### config.mk
export PLATFORM = sky130hd
export DESIGN_NAME = tt_loop_filter
export DESIGN_NICKNAME = d
export VERILOG_FILES = /design/src/rtl/tt_loop_filter.sv
export SDC_FILE = /design/constraint.sdc
export NUM_CORES = 1
export LEC_CHECK = 0
export CELL_PAD_IN_SITES_DETAIL_PLACEMENT = 0
export CELL_PAD_IN_SITES_GLOBAL_PLACEMENT = 1
export CORE_MARGIN = 10
export CORE_UTILIZATION = 45
export DETAILED_ROUTE_END_ITERATION = 6
export PLACE_DENSITY = 0.75
export SYNTH_ARGS = -nofsm -noshare
export SYNTH_HDL_FRONTEND = slang
export SYNTH_SLANG_ARGS = --single-unit
export TNS_END_PERCENT = 20
### constraint.sdc
create_clock -name i_clk_gen -period 4.4 [get_ports i_clk_gen]
set_input_delay 0.66 -clock i_clk_gen [delete_from_list [all_inputs] [get_ports i_clk_gen]]
set_output_delay 0.66 -clock i_clk_gen [all_outputs]
set_load 0.02 [all_outputs]
### src/rtl/tt_loop_filter.sv
// Proportional-integral loop filter: PFD up/down pulses -> saturated DCO control code.
// Define TT_LF_LOCK_DET_EN to build in the alternating-event lock detector.
module tt_loop_filter #(
    parameter int CTRL_W    = 8,
    parameter int INIT_CODE = 128,
    parameter int INT_W     = 12,
    parameter int FRAC_BITS = 2,
    parameter int KP_SHIFT  = 2,
    parameter int LOCK_CNT  = 8
) (
    input  logic              i_clk_gen,
    input  logic              i_rst_n,
    input  logic              i_up,
    input  logic              i_down,
    input  logic              i_hold,
    output logic [CTRL_W-1:0] o_ctrl,
    output logic              o_sat_hi,
    output logic              o_sat_lo,
    output logic              o_lock
);
    localparam int SUM_W = CTRL_W + INT_W + 2;
    localparam logic signed [SUM_W-1:0] INIT_S = SUM_W'(INIT_CODE);
    localparam logic signed [SUM_W-1:0] KICK_S = SUM_W'(1 << KP_SHIFT);
    localparam logic signed [SUM_W-1:0] MAX_S  = SUM_W'((1 << CTRL_W) - 1);
    localparam logic signed [1:0] ERR_POS  = 2'sb01;
    localparam logic signed [1:0] ERR_NEG  = 2'sb11;
    localparam logic signed [1:0] ERR_ZERO = 2'sb00;

    logic                     r_up_p0, r_down_p0;
    logic signed [1:0]        w_err, r_err_p1, r_err_p2;
    logic signed [INT_W-1:0]  r_integ_p2, w_integ_next;
    logic                     w_integ_en;
    logic signed [SUM_W-1:0]  w_integ_ext, w_kick, w_sum;
    logic [CTRL_W-1:0]        w_ctrl_next, r_ctrl_p3;
    logic                     r_sat_hi_p3, r_sat_lo_p3;

    // Integrator step that clamps at the signed INT_W limits instead of wrapping.
    function automatic logic signed [INT_W-1:0] sat_integ(input logic signed [INT_W-1:0] a,
                                                          input logic signed [1:0] e);
        logic signed [INT_W:0] t;
        t = {a[INT_W-1], a} + {{(INT_W-1){e[1]}}, e};
        if (t[INT_W] != t[INT_W-1])
            return t[INT_W] ? {1'b1, {(INT_W-1){1'b0}}} : {1'b0, {(INT_W-1){1'b1}}};
        return t[INT_W-1:0];
    endfunction

    function automatic logic [CTRL_W-1:0] sat_ctrl(input logic signed [SUM_W-1:0] s);
        if (s[SUM_W-1]) return '0;
        if (s > MAX_S)  return '1;
        return s[CTRL_W-1:0];
    endfunction

    always_comb begin
        w_err = ERR_ZERO;
        if (r_up_p0 && !r_down_p0)
            w_err = ERR_POS;
        else if (r_down_p0 && !r_up_p0)
            w_err = ERR_NEG;
    end

    // Anti-windup: do not push further into a rail the output is already pinned at.
    always_comb begin
        w_integ_en   = !i_hold
                     && !((r_err_p1 == ERR_POS) && r_sat_hi_p3)
                     && !((r_err_p1 == ERR_NEG) && r_sat_lo_p3);
        w_integ_next = w_integ_en ? sat_integ(r_integ_p2, r_err_p1) : r_integ_p2;
    end

    always_comb begin
        w_integ_ext = {{(SUM_W-INT_W){r_integ_p2[INT_W-1]}}, r_integ_p2};
        w_kick      = '0;
        if (r_err_p2 == ERR_POS)
            w_kick = KICK_S;
        else if (r_err_p2 == ERR_NEG)
            w_kick = -KICK_S;
        w_sum       = INIT_S + (w_integ_ext >>> FRAC_BITS) + w_kick;
        w_ctrl_next = sat_ctrl(w_sum);
    end

    always_ff @(posedge i_clk_gen or negedge i_rst_n) begin
        if (!i_rst_n) begin
            r_up_p0     <= 1'b0;
            r_down_p0   <= 1'b0;
            r_err_p1    <= ERR_ZERO;
            r_integ_p2  <= '0;
            r_err_p2    <= ERR_ZERO;
            r_ctrl_p3   <= CTRL_W'(INIT_CODE);
            r_sat_hi_p3 <= 1'b0;
            r_sat_lo_p3 <= 1'b0;
        end else begin
            // p0: capture PFD pulses
            r_up_p0     <= i_up;
            r_down_p0   <= i_down;
            // p1: decoded error
            r_err_p1    <= w_err;
            // p2: integrator and delayed proportional term
            r_integ_p2  <= w_integ_next;
            r_err_p2    <= i_hold ? ERR_ZERO : r_err_p1;
            // p3: clamped output code and rail flags
            r_ctrl_p3   <= w_ctrl_next;
            r_sat_hi_p3 <= (w_ctrl_next == {CTRL_W{1'b1}});
            r_sat_lo_p3 <= (w_ctrl_next == '0);
        end
    end

    assign o_ctrl   = r_ctrl_p3;
    assign o_sat_hi = r_sat_hi_p3;
    assign o_sat_lo = r_sat_lo_p3;

`ifdef TT_LF_LOCK_DET_EN
    localparam int CNT_W = $clog2(LOCK_CNT + 1);
    localparam logic [CNT_W-1:0] LOCK_MAX = CNT_W'(LOCK_CNT);

    logic [CNT_W-1:0] r_lock_cnt, w_cnt_next;
    logic             r_last_vld, r_last_up, r_lock;
    logic             w_lock_evt, w_evt_up, w_rail;

    // The first event after reset has no predecessor and counts as alternating.
    always_comb begin
        w_rail     = r_sat_hi_p3 || r_sat_lo_p3;
        w_lock_evt = !i_hold && (r_err_p1 != ERR_ZERO);
        w_evt_up   = (r_err_p1 == ERR_POS);
        w_cnt_next = r_lock_cnt;
        if (w_rail)
            w_cnt_next = '0;
        else if (w_lock_evt) begin
            if (r_last_vld && (r_last_up == w_evt_up))
                w_cnt_next = '0;
            else if (r_lock_cnt < LOCK_MAX)
                w_cnt_next = r_lock_cnt + 1'b1;
        end
    end

    always_ff @(posedge i_clk_gen or negedge i_rst_n) begin
        if (!i_rst_n) begin
            r_lock_cnt <= '0;
            r_last_vld <= 1'b0;
            r_last_up  <= 1'b0;
            r_lock     <= 1'b0;
        end else begin
            r_lock_cnt <= w_cnt_next;
            if (w_lock_evt) begin
                r_last_vld <= 1'b1;
                r_last_up  <= w_evt_up;
            end
            r_lock <= !w_rail && (w_cnt_next >= LOCK_MAX);
        end
    end

    assign o_lock = r_lock;
`else
    assign o_lock = (LOCK_CNT < 0);  // constant 0; keeps the parameter referenced
`endif
endmodule

# ---- Word-level counts from Yosys, hierarchy flattened
# Index checks and enable logic that the tools add are counted.
dict set report word_totals {
  elab_cells 46
  out_inout_bits 11
  register_bits 28
}
dict set report classes {
  eq_ne 6
  n_reduce_logical 12
  n_lt_le_gt_ge 1
  muxes 16
  add_sub_neg 3
}
# operator n
set ops {}
lappend ops {{2-to-1 mux 22 bit} 2}
lappend ops {{2-to-1 mux 12 bit} 3}
lappend ops {{2-to-1 mux 8 bit} 4}
lappend ops {{adder 11 x 22 -> 22 bit} 1}
lappend ops {{> comparator 22 x 9 -> 1 bit (second input constant)} 1}
lappend ops {{adder 12 x 2 -> 13 bit} 1}
lappend ops {{adder 9 x 10 -> 11 bit (first input constant)} 1}
lappend ops {{== test 8 bit (second input constant)} 1}
lappend ops {{logical NOT 8 bit} 1}
lappend ops {{logical AND 1 bit} 6}
lappend ops {{2-to-1 mux 2 bit} 3}
lappend ops {{logical NOT 1 bit} 5}
lappend ops {{== test 2 x 1 -> 1 bit (second input constant)} 2}
lappend ops {{== test 2 bit (second input constant)} 2}
lappend ops {{2-to-1 mux 1 bit} 4}
lappend ops {{!= test 1 bit} 1}

# ---- Depth between registers and ports, before layout
# Gate-level depths: netlist of run 1.
dict set report depth {
  depth_word 10
  ltp_mapped 17
  mapped_depth_nobuf 17
}

# ---- Least setup slack after synthesis of run 1
# Ideal clock, no wire load.
dict set report synth_timing {
  path_kind {register to register}
  startpoint {reg r_err_p2[0]}
  endpoint {reg r_sat_lo_p3 (netlist: o_sat_lo)}
  slack_ns 0.876
  stages_incl_launch_ff 17
  t_arrival_ns 3.427
  setup_time_ns 0.096
  required_ns 4.304
  path_cell_list {dfrtp_1 nand2_1 inv_1 ha_1 ha_1 fa_1 a21o_1 a21oi_1 o21a_1 o21ba_2 o21ai_0 ha_1 nor2_1 a31oi_1 nor3_1 nand3_1 o31ai_1}
}
dict set report synth_between {
  elab_chain_cells 10
  elab_cells_between_ends 13
  cone_classes {1 x add/sub; 1 x order compare; 2 x eq/ne; 8 x mux; 1 x reduce/logical}
}
# element line_no
set synth_rtl {}
lappend synth_rtl {{start: declaration} 30} ;# logic signed [1:0] w_err, r_err_p1, r_err_p2;
lappend synth_rtl {{start signal: assignment} 98} ;# r_err_p2 <= i_hold ? ERR_ZERO : r_err_p1;
lappend synth_rtl {{== test 2 x 1 -> 1 bit} 74} ;# else if (r_err_p2 == ERR_NEG)
lappend synth_rtl {{2-to-1 mux 22 bit} 74}
lappend synth_rtl {{2-to-1 mux 22 bit (*)} 72} ;# if (r_err_p2 == ERR_POS)
lappend synth_rtl {{adder 11 x 22 -> 22 bit (*)} 76} ;# w_sum = INIT_S + (w_integ_ext >>> FRAC_BITS) + w_kick;
lappend synth_rtl {{> comparator 22 x 9 -> 1 bit} 49} ;# if (s > MAX_S) return '1;
lappend synth_rtl {{2-to-1 mux 1 bit (2 in series)} 49}
lappend synth_rtl {{2-to-1 mux 8 bit} 50} ;# return s[CTRL_W-1:0];
lappend synth_rtl {{2-to-1 mux 8 bit (*)} 49}
lappend synth_rtl {{logical NOT 8 bit (*)} 102} ;# r_sat_lo_p3 <= (w_ctrl_next == '0);
lappend synth_rtl {{end signal: assignment} 102}
lappend synth_rtl {{end: declaration} 35} ;# logic r_sat_hi_p3, r_sat_lo_p3;
# Mark *: on every way between the ends. The rest lies on a longest branch, timed or not. The select of a mux whose other input is x is not followed.
# A chain may end at the register's enable or synchronous reset.

# ---- Final worst setup path of run 1
# Same ends and word-level chain as after synthesis.

==> results of run 1 <==
==> cells in the final DEF, fill, tap and decap left out, drive strengths merged, types with 2 or more instances in the layout <==
cell,netlist,layout
ha,27,27
dfrtp,27,27
a21oi,24,24
o21ai,21,21
nand2,17,17
inv,14,14
clkdlybuf4s50,0,14
nor2,13,13
xnor2,11,11
o21a,9,9
a21o,7,7
and3,6,6
and2,6,6
nand3,6,6
nand4,5,5
nor4,4,4
nor2b,4,4
o211ai,3,3
clkbuf,1,3
buf,5,3
or3,2,2
o31a,2,2
o22ai,2,2
fa,2,2
nor3,2,2
o31ai,2,2
nor4b,2,2
==> cell families after synthesis <==
group                      after synthesis  share of synthesized area
buffers and inverters                   20                    0.04418
other                                    1                   0.001720
DFF                                     28                     0.3219
and+or+nand+nor                         67                     0.1618
muxes                                    1                   0.005163
adders and majority gates               29                     0.1733
AOI/OAI and AO/OA                       81                     0.2438
xor gates and xnor gates                12                    0.04819
==> sequential cells by signal, indices dropped and copies added, names as in the netlist <==
signal and cells:
r_integ_p2 12, o_ctrl 8, r_err_p1 2, r_err_p2 2, o_sat_hi 1, o_sat_lo 1
r_down_p0 1, r_up_p0 1
==> final cells by class <==
class	count	area, um^2
Multi-Input combinational cell	191	1388
Sequential cell	28	701.9
Clock inverter	1	30.03
Fill cell	448	2263
Clock buffer	3	41.29
Inverter	14	52.55
Timing Repair Buffer	17	162.7
Tap cell	67	83.83
==> report_power, final <==
part | switching [mW] | internal [mW]
registers | 0.0786 | 0.362
logic | 0.603 | 0.467
clock network | 0.0846 | 0.122
total | 0.766 | 0.951
==> what timing repair did <==
item / 4_1_cts / 5_1_grt
setup buffers: 0 / 0
setup endpoints to repair: 0 / 1
hold buffers: 0 / 0
gates resized for setup: 0 / 1
==> worst reg2reg max path, stage by stage, from the launching register on <==
cell,delay [ns]
dfrtp_1,0.43
nand2_1,0.24
inv_1,0.10
ha_1,0.28
ha_1,0.22
fa_1,0.41
a21o_1,0.18
a21oi_1,0.25
o21a_1,0.17
o21ba_2,0.16
o21ai_0,0.08
ha_1,0.21
nor2_1,0.10
a31oi_1,0.10
nor3_2,0.22
nand3_1,0.27
o31ai_1,0.31
==> worst paths after layout <==
kind,startpoint,to,cells past startpoint
worst min-delay path,r_down_p0,r_err_p1[1],1
worst min register to register,r_down_p0,r_err_p1[1],1
worst max-delay path,r_err_p2[0],o_sat_lo,16
min in group asynchronous,i_rst_n,o_ctrl[6],2
max in group asynchronous,i_rst_n,o_ctrl[7],2
worst max register to register,r_err_p2[0],o_sat_lo,16
==> stage by stage <==
stage / worst slack (ns) / instances
2_1_floorplan: 0.8765 / 239
5_1_grt: 0.1652 / 321
4_1_cts: 0.4198 / 321
6_report: 0.5590 / 321
3_5_place_dp: 0.5071 / 317
3_3_place_gp: 0.6019 / 317
==> layer usage <==
layer	routed length, um	part of all wire	track usage	vias to the layer above
li1	-	-	-	908
met1	2304	0.49	0.1657	843
met2	2200	0.47	0.2045	18
met3	135	0.029	0.02978	4
met4	15	0.0032	0.01301	0
met5	0	0	0	-
==> results by group, run 1 <==
Timing
  – Setup_tns: 0 ns
  – Clk_skew: 0.007972 ns
  – Fin. max-slew vios: 0
  – Final min period: 3.841 ns
  – RSZ-0062 raised after global routing: no
  – Final hold vios: 0
  – Fin Hold WS: 0.4883 ns
  – Slew HR: 0.6160
  – # setup viols final: 0
  – F_max: 260.3 MHz
  – Least-Margin Pin Slew: 0.5615 ns
  – Fin crit share: 0.8730

Synthesis
  – YS warnings: 0
  – Mapped cell area: 2181 um^2
  – EDFF count, synth: 0
  – Post-synth top flop: dfrtp_1
  – Commonest cells post-synth: dfrtp_1, ha_1, a21oi_1, nand2_1, inv_1
  – Asr flop ratio synth: 1.000
  – Sequential area share after synthesis: 0.3219
  – Largest cells by area after synthesis: dfrtp_1, ha_1, a21oi_1
  – Cells after Synth: 239
  – Synth top area share: 0.3098
  – Largest area contributor in the netlist: dfrtp_1
  – Syn_area_per_cell: 9.125 um^2
  – Distinct cells, synth: 50
  – Synth Net Count: 273
  – Flip-flop and latch count after synthesis: 28

Power
  – PD cells: 698.2 nW/um^2
  – Design Power: 1.717 mW
  – Worst vdd ir: 0.0003043 V
  – LEAKAGE: 1.115 nW

Worst setup path
  – CP peak stage delay: 0.43 ns
  – Flop2flop setup slack: 0.56 ns
  – Worst EP arrival: 4.02 ns
  – Slowest library cell on the worst path: dfrtp_1
  – Worst setup SP type: register
  – CP Max Fanout: 7
  – CP endpoint kind: register
  – Most used cell, CP: ha_1
  – Critical path type: register to register
  – Crit path cell chain: nand2_1 -> inv_1 -> ha_1 -> ha_1 -> fa_1 -> a21o_1 -> a21oi_1 -> o21a_1 -> o21ba_2 -> o21ai_0 -> ha_1 -> nor2_1 -> a31oi_1 -> nor3_2 -> nand3_1 -> o31ai_1
  – CP top delay family: compound AO/OA/AOI/OAI gates
  – Critical Path RT: 4.58 ns
  – CP bufs+invs: 1

Floorplan
  – Die ar.: 8031 um^2
  – Core ar.: 4723 um^2
  – Initial Util: 0.4617
  – # IOs: 16
  – DIE WIDTH: 89.62 um
  – Rows: 25
  – Die Ht: 89.62 um

CTS
  – Clock-pin slew on the worst setup and hold paths: 0.10 ns
  – Clk root buf: clkbuf_8
  – CTS tree: done
  – CTS Sinks: 28
  – Number of buffers created by CTS: 3
  – Clock buffer depth: 2
  – H-tree levels: 1
  – Clk_lat worst skew: 0.28 ns

Cells and area
  – Final net count: 289
  – Share of layout cells above drive strength 1: 0.07874
  – Final Util: 0.5208
  – Final Cell Area: 2460 um^2
  – Antenna Cells: 0
  – Synth-to-Final Area Change: 12.79%

Placement
  – RD Place Congestion: 0.8252
  – Placed Area: 2384 um^2
  – Port Buf Inserts: 14
  – Hpwl dp: 3.584 mm

Route
  – Initial detailed-routing violation count: 102
  – DRC viols: 0
  – Via count: 1773
  – DR WL/cell: 14.50 um
  – Total wire length: 4.656 mm
  – Pre-antenna DRT Iters: 4
  – Routed vias/inst: 5.523
  – Final ANT Viol Nets: 0

Hold path
  – HP Class: register to register

Global route
  – Vias in the first global route: 1702
  – First-pass GRT wire length: 8.031 mm
  – Initial antenna violation count: 0
  – Residual overflow from global routing: 0
  – Largest net degree at the start of global routing: 29
  – GR Util All Layers: 0.1241

Outcome
  – Status: finished, final reports clean

Flow run
  – # Max-Cap Violations: 0
(Power assumes the default switching activity.)
==> run 2, diff against run 1 <==
--- a/config.mk
+++ b/config.mk
@@ -11,6 +11,8 @@
 export CORE_UTILIZATION = 45
 export DETAILED_ROUTE_END_ITERATION = 6
 export PLACE_DENSITY = 0.75
+export SETUP_SLACK_MARGIN = 0.3
+export SLEW_MARGIN = 20
 export SYNTH_ARGS = -nofsm -noshare
 export SYNTH_HDL_FRONTEND = slang
 export SYNTH_SLANG_ARGS = --single-unit
==> results by group, run 2 (same netlist as run 1, synthesis figures left out) <==
Outcome
  – Status: finished, final reports clean

Worst setup path
  – Critical path type: register to register
  – CP bufs+invs: 1 (unchanged)
  – Most used cell, CP: ha_1
  – Worst flop-to-flop path startpoint: r_err_p2[0]
  – Crit path cell chain: nand2_2 -> inv_1 -> ha_1 -> ha_1 -> fa_1 -> a21o_1 -> a21oi_1 -> o21a_1 -> o21ba_2 -> o21ai_0 -> ha_1 -> nor2_1 -> a31oi_1 -> nor3_2 -> nand3_2 -> o31ai_1
  – Flop2flop setup slack: 0.71 ns (+0.15 ns)
  – Worst reg2reg path depth: 16 (unchanged)
  – CP peak stage delay: 0.44 ns (about the same)
  – Worst EP arrival: 3.87 ns (-0.15 ns)
  – CP top delay family: compound AO/OA/AOI/OAI gates
  – Worst setup SP type: register
  – CP Max Fanout: 7 (unchanged)
  – Critical Path RT: 4.58 ns (about the same)
  – CP endpoint kind: register
  – Slowest library cell on the worst path: dfrtp_1
  – Worst reg2reg endpoint: o_sat_lo

Timing
  – Fin crit share: 0.8383 (-0.03469)
  – Least-Margin Pin Slew: 0.5615 ns (unchanged)
  – Final min period: 3.688 ns (-0.1526 ns)
  – RSZ-0062 raised after global routing: no
  – Slew HR: 0.6160 (unchanged)
  – Clk_skew: 0.006880 ns (-0.001092 ns)
  – F_max: 271.1 MHz (+4.1%)
  – Fin. max-slew vios: 0 (unchanged)
  – Fin Hold WS: 0.4896 ns (+0.001292 ns)
  – Final hold vios: 0 (unchanged)
  – # setup viols final: 0 (unchanged)
  – Setup_tns: 0 ns (unchanged)

Route
  – Via count: 1772 (-0.056%)
  – Routed vias/inst: 5.520 (about the same)
  – Total wire length: 4.646 mm (-0.21%)
  – Pre-antenna DRT Iters: 4 (unchanged)
  – DRC viols: 0 (unchanged)
  – Final ANT Viol Nets: 0 (unchanged)
  – DR WL/cell: 14.47 um (-0.21%)
  – Initial detailed-routing violation count: 109 (+6.9%)

Cells and area
  – Top reg by flops: r_integ_p2
  – Synth-to-Final Area Change: 13.14%
  – Antenna Cells: 0 (unchanged)
  – Max FFs per register: 12 (unchanged)
  – Final net count: 289 (unchanged)
  – Share of layout cells above drive strength 1: 0.08661 (+0.007874)
  – Most frequent cells in the layout: ha_1, dfrtp_1, a21oi_1

Global route
  – Initial antenna violation count: 0 (unchanged)
  – First-pass GRT wire length: 8.031 mm (unchanged)
  – GR Util All Layers: 0.1241 (unchanged)
  – Vias in the first global route: 1702 (unchanged)
  – Largest net degree at the start of global routing: 29 (unchanged)
  – Residual overflow from global routing: 0 (unchanged)

Hold path
  – Hold path start: r_down_p0
  – Hold EP: r_err_p1[1]
  – HP Class: register to register
  – Hold Crit Depth: 1 (unchanged)

CTS
  – Hold Buf Count CTS: 0 (unchanged)
  – Number of buffers created by CTS: 3 (unchanged)
  – Clock buffer depth: 2 (unchanged)
  – Clk_lat worst skew: 0.28 ns (about the same)
  – H-tree levels: 1 (unchanged)
  – CTS Sinks: 28 (unchanged)
  – Post_cts resized: 0 (unchanged)
  – Clk root buf: clkbuf_8
  – Post-CTS Setup Bufs: 0 (unchanged)
  – Clock-pin slew on the worst setup and hold paths: 0.10 ns (about the same)
  – CTS tree: done

Floorplan
  – Die ar.: 8031 um^2 (unchanged)
  – # IOs: 16 (unchanged)
  – DIE WIDTH: 89.62 um (unchanged)
  – Core ar.: 4723 um^2 (unchanged)
  – Initial Util: 0.4617 (unchanged)
  – Die Ht: 89.62 um (unchanged)
  – Rows: 25 (unchanged)

Placement
  – Port Buf Inserts: 14 (unchanged)
  – RD Place Congestion: 0.8252 (unchanged)
  – Hpwl dp: 3.584 mm (unchanged)

Power
  – PD cells: 698.4 nW/um^2 (about the same)
  – LEAKAGE: 1.117 nW (+0.16%)
  – Worst vdd ir: 0.0003047 V (+0.13%)

Flow run
  – # Max-Cap Violations: 0 (unchanged)
==> run 2: how the worst max path moves through the flow <==
stage,start,depth (start not counted),end,slack [ns]
detailed placement,r_err_p2[0],16,o_sat_lo,0.51
floorplan,r_err_p2[0],16,o_sat_lo,0.88
global placement,r_err_p2[0],16,o_sat_lo,0.60
finish,r_err_p2[0],16,o_sat_lo,0.71
global route,r_err_p2[0],16,o_sat_lo,0.36
CTS,r_err_p2[0],16,o_sat_lo,0.42
==> run 2: through the flow <==
stage,setup slack (ns),power [mW],util,instance area (um^2),cells
3_5_place_dp,0.5071,1.509,0.5046,2384,317
5_1_grt,0.3607,1.896,0.5224,2467,321
4_1_cts,0.4198,1.726,0.5197,2455,321
6_report,0.7116,1.723,0.5224,2467,321
2_1_floorplan,0.8765,1.236,-,2181,239
3_3_place_gp,0.6019,1.513,0.5046,2384,317
==> run 2: per-layer routing <==
| layer | up-vias | GRT usage | wire [um] |
|---|---|---|---|
| met5 | - | 0 | 0 |
| met3 | 4 | 0.02978 | 132 |
| met1 | 847 | 0.1657 | 2304 |
| met2 | 16 | 0.2045 | 2194 |
| li1 | 905 | - | - |
| met4 | 0 | 0.01301 | 15 |
==> run 2: final cells by class <==
class,instances,area (um^2)
Fill cell,447,2256
Multi-Input combinational cell,191,1395
Sequential cell,28,701.9
Timing Repair Buffer,17,162.7
Tap cell,67,83.83
Inverter,14,52.55
Clock buffer,3,41.29
Clock inverter,1,30.03
==> run 2: where the power goes <==
| group | switching [mW] | total, mW | internal [mW] |
|---|---|---|---|
| clock network | 0.0842 | 0.206 | 0.122 |
| logic | 0.607 | 1.08 | 0.468 |
| registers | 0.0791 | 0.442 | 0.362 |
==> run 2: worst register-to-register path, cell delays in order, from the launching register on <==
cell,delay (ns)
dfrtp_1,0.44
nand2_2,0.17
inv_1,0.08
ha_1,0.28
ha_1,0.22
fa_1,0.41
a21o_1,0.18
a21oi_1,0.25
o21a_1,0.17
o21ba_2,0.16
o21ai_0,0.08
ha_1,0.21
nor2_1,0.10
a31oi_1,0.10
nor3_2,0.25
nand3_2,0.20
o31ai_1,0.28
==> run 3, diff against run 2 <==
==> constraint.sdc (replaced) <==
create_clock -name i_clk_gen -period 3.47 [get_ports i_clk_gen]
set_input_delay 0.5205 -clock i_clk_gen [delete_from_list [all_inputs] [get_ports i_clk_gen]]
set_output_delay 0.5205 -clock i_clk_gen [all_outputs]
set_load 0.02 [all_outputs]
==> results by group, run 3 (same netlist as run 1, synthesis figures left out) <==
Placement
  – RD Place Congestion: 0.8370 (+1.4%)
  – Hpwl dp: 3.715 mm (+3.7%)
  – Port Buf Inserts: 14 (unchanged)
  – Placed Area: 2441 um^2 (+2.4%)

Worst setup path
  – Critical path type: register to register
  – Slowest library cell on the worst path: dfrtp_1
  – CP peak stage delay: 0.43 ns (about the same)
  – Flop2flop setup slack: 0.25 ns (-0.46 ns)
  – Critical Path RT: 3.64 ns (-0.94 ns)
  – Crit path cell chain: nand2_4 -> inv_2 -> ha_4 -> ha_4 -> fa_2 -> a21o_1 -> a21oi_2 -> o21a_1 -> o21ba_4 -> o21ai_2 -> ha_2 -> nor2_4 -> a31oi_4 -> nor3_4 -> nand3_2 -> o21a_1
  – CP Max Fanout: 7 (unchanged)
  – CP top delay family: compound AO/OA/AOI/OAI gates
  – Worst EP arrival: 3.39 ns (-0.48 ns)
  – CP endpoint kind: register
  – Worst setup SP type: register
  – CP bufs+invs: 1 (unchanged)

Floorplan
  – Die Ht: 89.62 um (unchanged)
  – Rows: 25 (unchanged)
  – Die ar.: 8031 um^2 (unchanged)
  – Initial Util: 0.4617 (unchanged)
  – # IOs: 16 (unchanged)
  – Core ar.: 4723 um^2 (unchanged)
  – DIE WIDTH: 89.62 um (unchanged)

Timing
  – Final min period: 3.219 ns (-0.4697 ns)
  – Fin. max-slew vios: 0 (unchanged)
  – Fin Hold WS: 0.4845 ns (-0.005036 ns)
  – Setup_tns: 0 ns (unchanged)
  – Fin crit share: 0.9276 (+0.08931)
  – F_max: 310.7 MHz (+15%)
  – Final hold vios: 0 (unchanged)
  – Slew HR: 0.6596 (+0.04365)
  – RSZ-0062 raised after global routing: yes
  – Least-Margin Pin Slew: 0.4977 ns (-0.06383 ns)
  – Clk_skew: 0.01294 ns (+0.006063 ns)
  – # setup viols final: 0 (unchanged)

Power
  – Sw Ratio: 0.4449 (-0.002074)
  – PD cells: 874.2 nW/um^2 (+25%)
  – Worst vdd ir: 0.0004032 V (+32%)
  – LEAKAGE: 1.174 nW (+5.1%)
  – Combinational fraction of design power: 0.642 (+0.018)
  – P_sw: 1.023 mW (+33%)
  – Sequential power share: 0.243 (-0.013)
  – Clock share of power: 0.115 (-0.005)
  – Int Pwr: 1.277 mW (+34%)

CTS
  – Clk_lat worst skew: 0.28 ns (about the same)
  – Clk root buf: clkbuf_8
  – Clock-pin slew on the worst setup and hold paths: 0.11 ns (about the same)
  – H-tree levels: 1 (unchanged)
  – Hold Buf Count CTS: 0 (unchanged)
  – Number of buffers created by CTS: 3 (unchanged)
  – CTS Sinks: 28 (unchanged)
  – CTS tree: done
  – Clock buffer depth: 2 (unchanged)

Route
  – DRC viols: 0 (unchanged)
  – DR WL/cell: 14.90 um (+3.0%)
  – Via count: 1819 (+2.7%)
  – Pre-antenna DRT Iters: 4 (unchanged)
  – Final ANT Viol Nets: 0 (unchanged)
  – Routed vias/inst: 5.512 (-0.15%)
  – Initial detailed-routing violation count: 67 (-39%)
  – Total wire length: 4.918 mm (+5.9%)

Global route
  – GR Util All Layers: 0.1289 (+0.004786)
  – First-pass GRT wire length: 8.390 mm (+4.5%)
  – Largest net degree at the start of global routing: 29 (unchanged)
  – Initial antenna violation count: 0 (unchanged)
  – Residual overflow from global routing: 0 (unchanged)
  – Vias in the first global route: 1788 (+5.1%)

Hold path
  – HP Class: register to register

Cells and area
  – Synth-to-Final Area Change: 20.65%
  – Most common cell after layout, fill and taps aside: dfrtp_1
  – Final net count: 298 (+3.1%)
  – Final Cell Area: 2631 um^2 (+6.6%)
  – Top reg by flops: r_integ_p2
  – Fillers: 442 (-1.1%)
  – Most frequent cells in the layout: dfrtp_1, ha_1, a21oi_1
  – Share of layout cells above drive strength 1: 0.1673 (+0.08069)
  – Max FFs per register: 12 (unchanged)
  – Antenna Cells: 0 (unchanged)

Outcome
  – Status: finished, final reports clean

Flow run
  – # Max-Cap Violations: 0 (unchanged)
[run 3: changes by cell type in the layout (fill, tap and decap cells not counted), moves of 2 or more]
cell	change
a21oi_2	+3
o21ai_0	-2
ha_1	-4
ha_2	+2
ha_4	+2
buf_4	+8
a21oi_1	-3
[run 3: through the flow]
| stage | setup slack [ns] | cells | utilization | total power [mW] |
|---|---|---|---|---|
| after detailed placement | 0.07189 | 319 | 0.5168 | 1.960 |
| after global placement | 0.1463 | 319 | 0.5168 | 1.961 |
| after global routing | 0.07775 | 330 | 0.5571 | 2.524 |
| after floorplan | 0.3219 | 239 | - | 1.597 |
| after CTS | 0.3089 | 328 | 0.5409 | 2.256 |
| final | 0.2513 | 330 | 0.5571 | 2.300 |
[run 3: power by group through the flow]
stage | logic (mW) | clock network, mW | registers (mW)
final | 1.48 | 0.264 | 0.559
after global routing | 1.67 | 0.280 | 0.576
after CTS | 1.43 | 0.264 | 0.563
after detailed placement | 1.39 | 0 | 0.570
after global placement | 1.39 | 0 | 0.570
after floorplan | 0.989 | 0 | 0.608
[run 3: path summary, 6_finish.rpt]
check | to | start | cells past startpoint
setup / recovery | o_sat_hi | r_err_p2[0] | 16
hold / removal | r_err_p1[1] | r_down_p0 | 1
setup reg to reg | o_sat_hi | r_err_p2[0] | 16
hold reg to reg | r_err_p1[1] | r_down_p0 | 1
max in group asynchronous | o_ctrl[7] | i_rst_n | 2
min in group asynchronous | r_integ_p2[2] | i_rst_n | 2
[run 3: layer usage]
layer,part of all wire,global-route usage,wire (um)
met1,0.50,0.1739,2447
met3,0.022,0.02256,106
met2,0.48,0.2124,2343
met5,0,0,0
met4,0.0041,0.02168,20
[run 3: area by class of cell]
cell class	count	area (um^2)	share of cell area
timing repair buffer	26	234.0	0.08892
multi-input combinational	191	1488	0.5654
tap	67	83.83	0.03186
clock inverter	1	30.03	0.01141
clock buffer	3	41.29	0.01569
sequential	28	701.9	0.2668
inverter	14	52.55	0.01997
[run 3: what timing repair did]
action	4_1_cts	5_1_grt
endpoints found under the setup margin	10	10
gates resized for setup	1	13
setup buffers	5	2
pin swaps	7	10
[run 3: worst register-to-register path, stage by stage, from the launching register on]
cell and delay [ns]:
dfrtp_1 0.43, nand2_4 0.08, inv_2 0.05, ha_4 0.21, ha_4 0.16, fa_2 0.40, a21o_1 0.18, a21oi_2 0.16
o21a_1 0.18, o21ba_4 0.14, o21ai_2 0.05, ha_2 0.21, nor2_4 0.10, a31oi_4 0.10, nor3_4 0.23, nand3_2 0.19
o21a_1 0.23
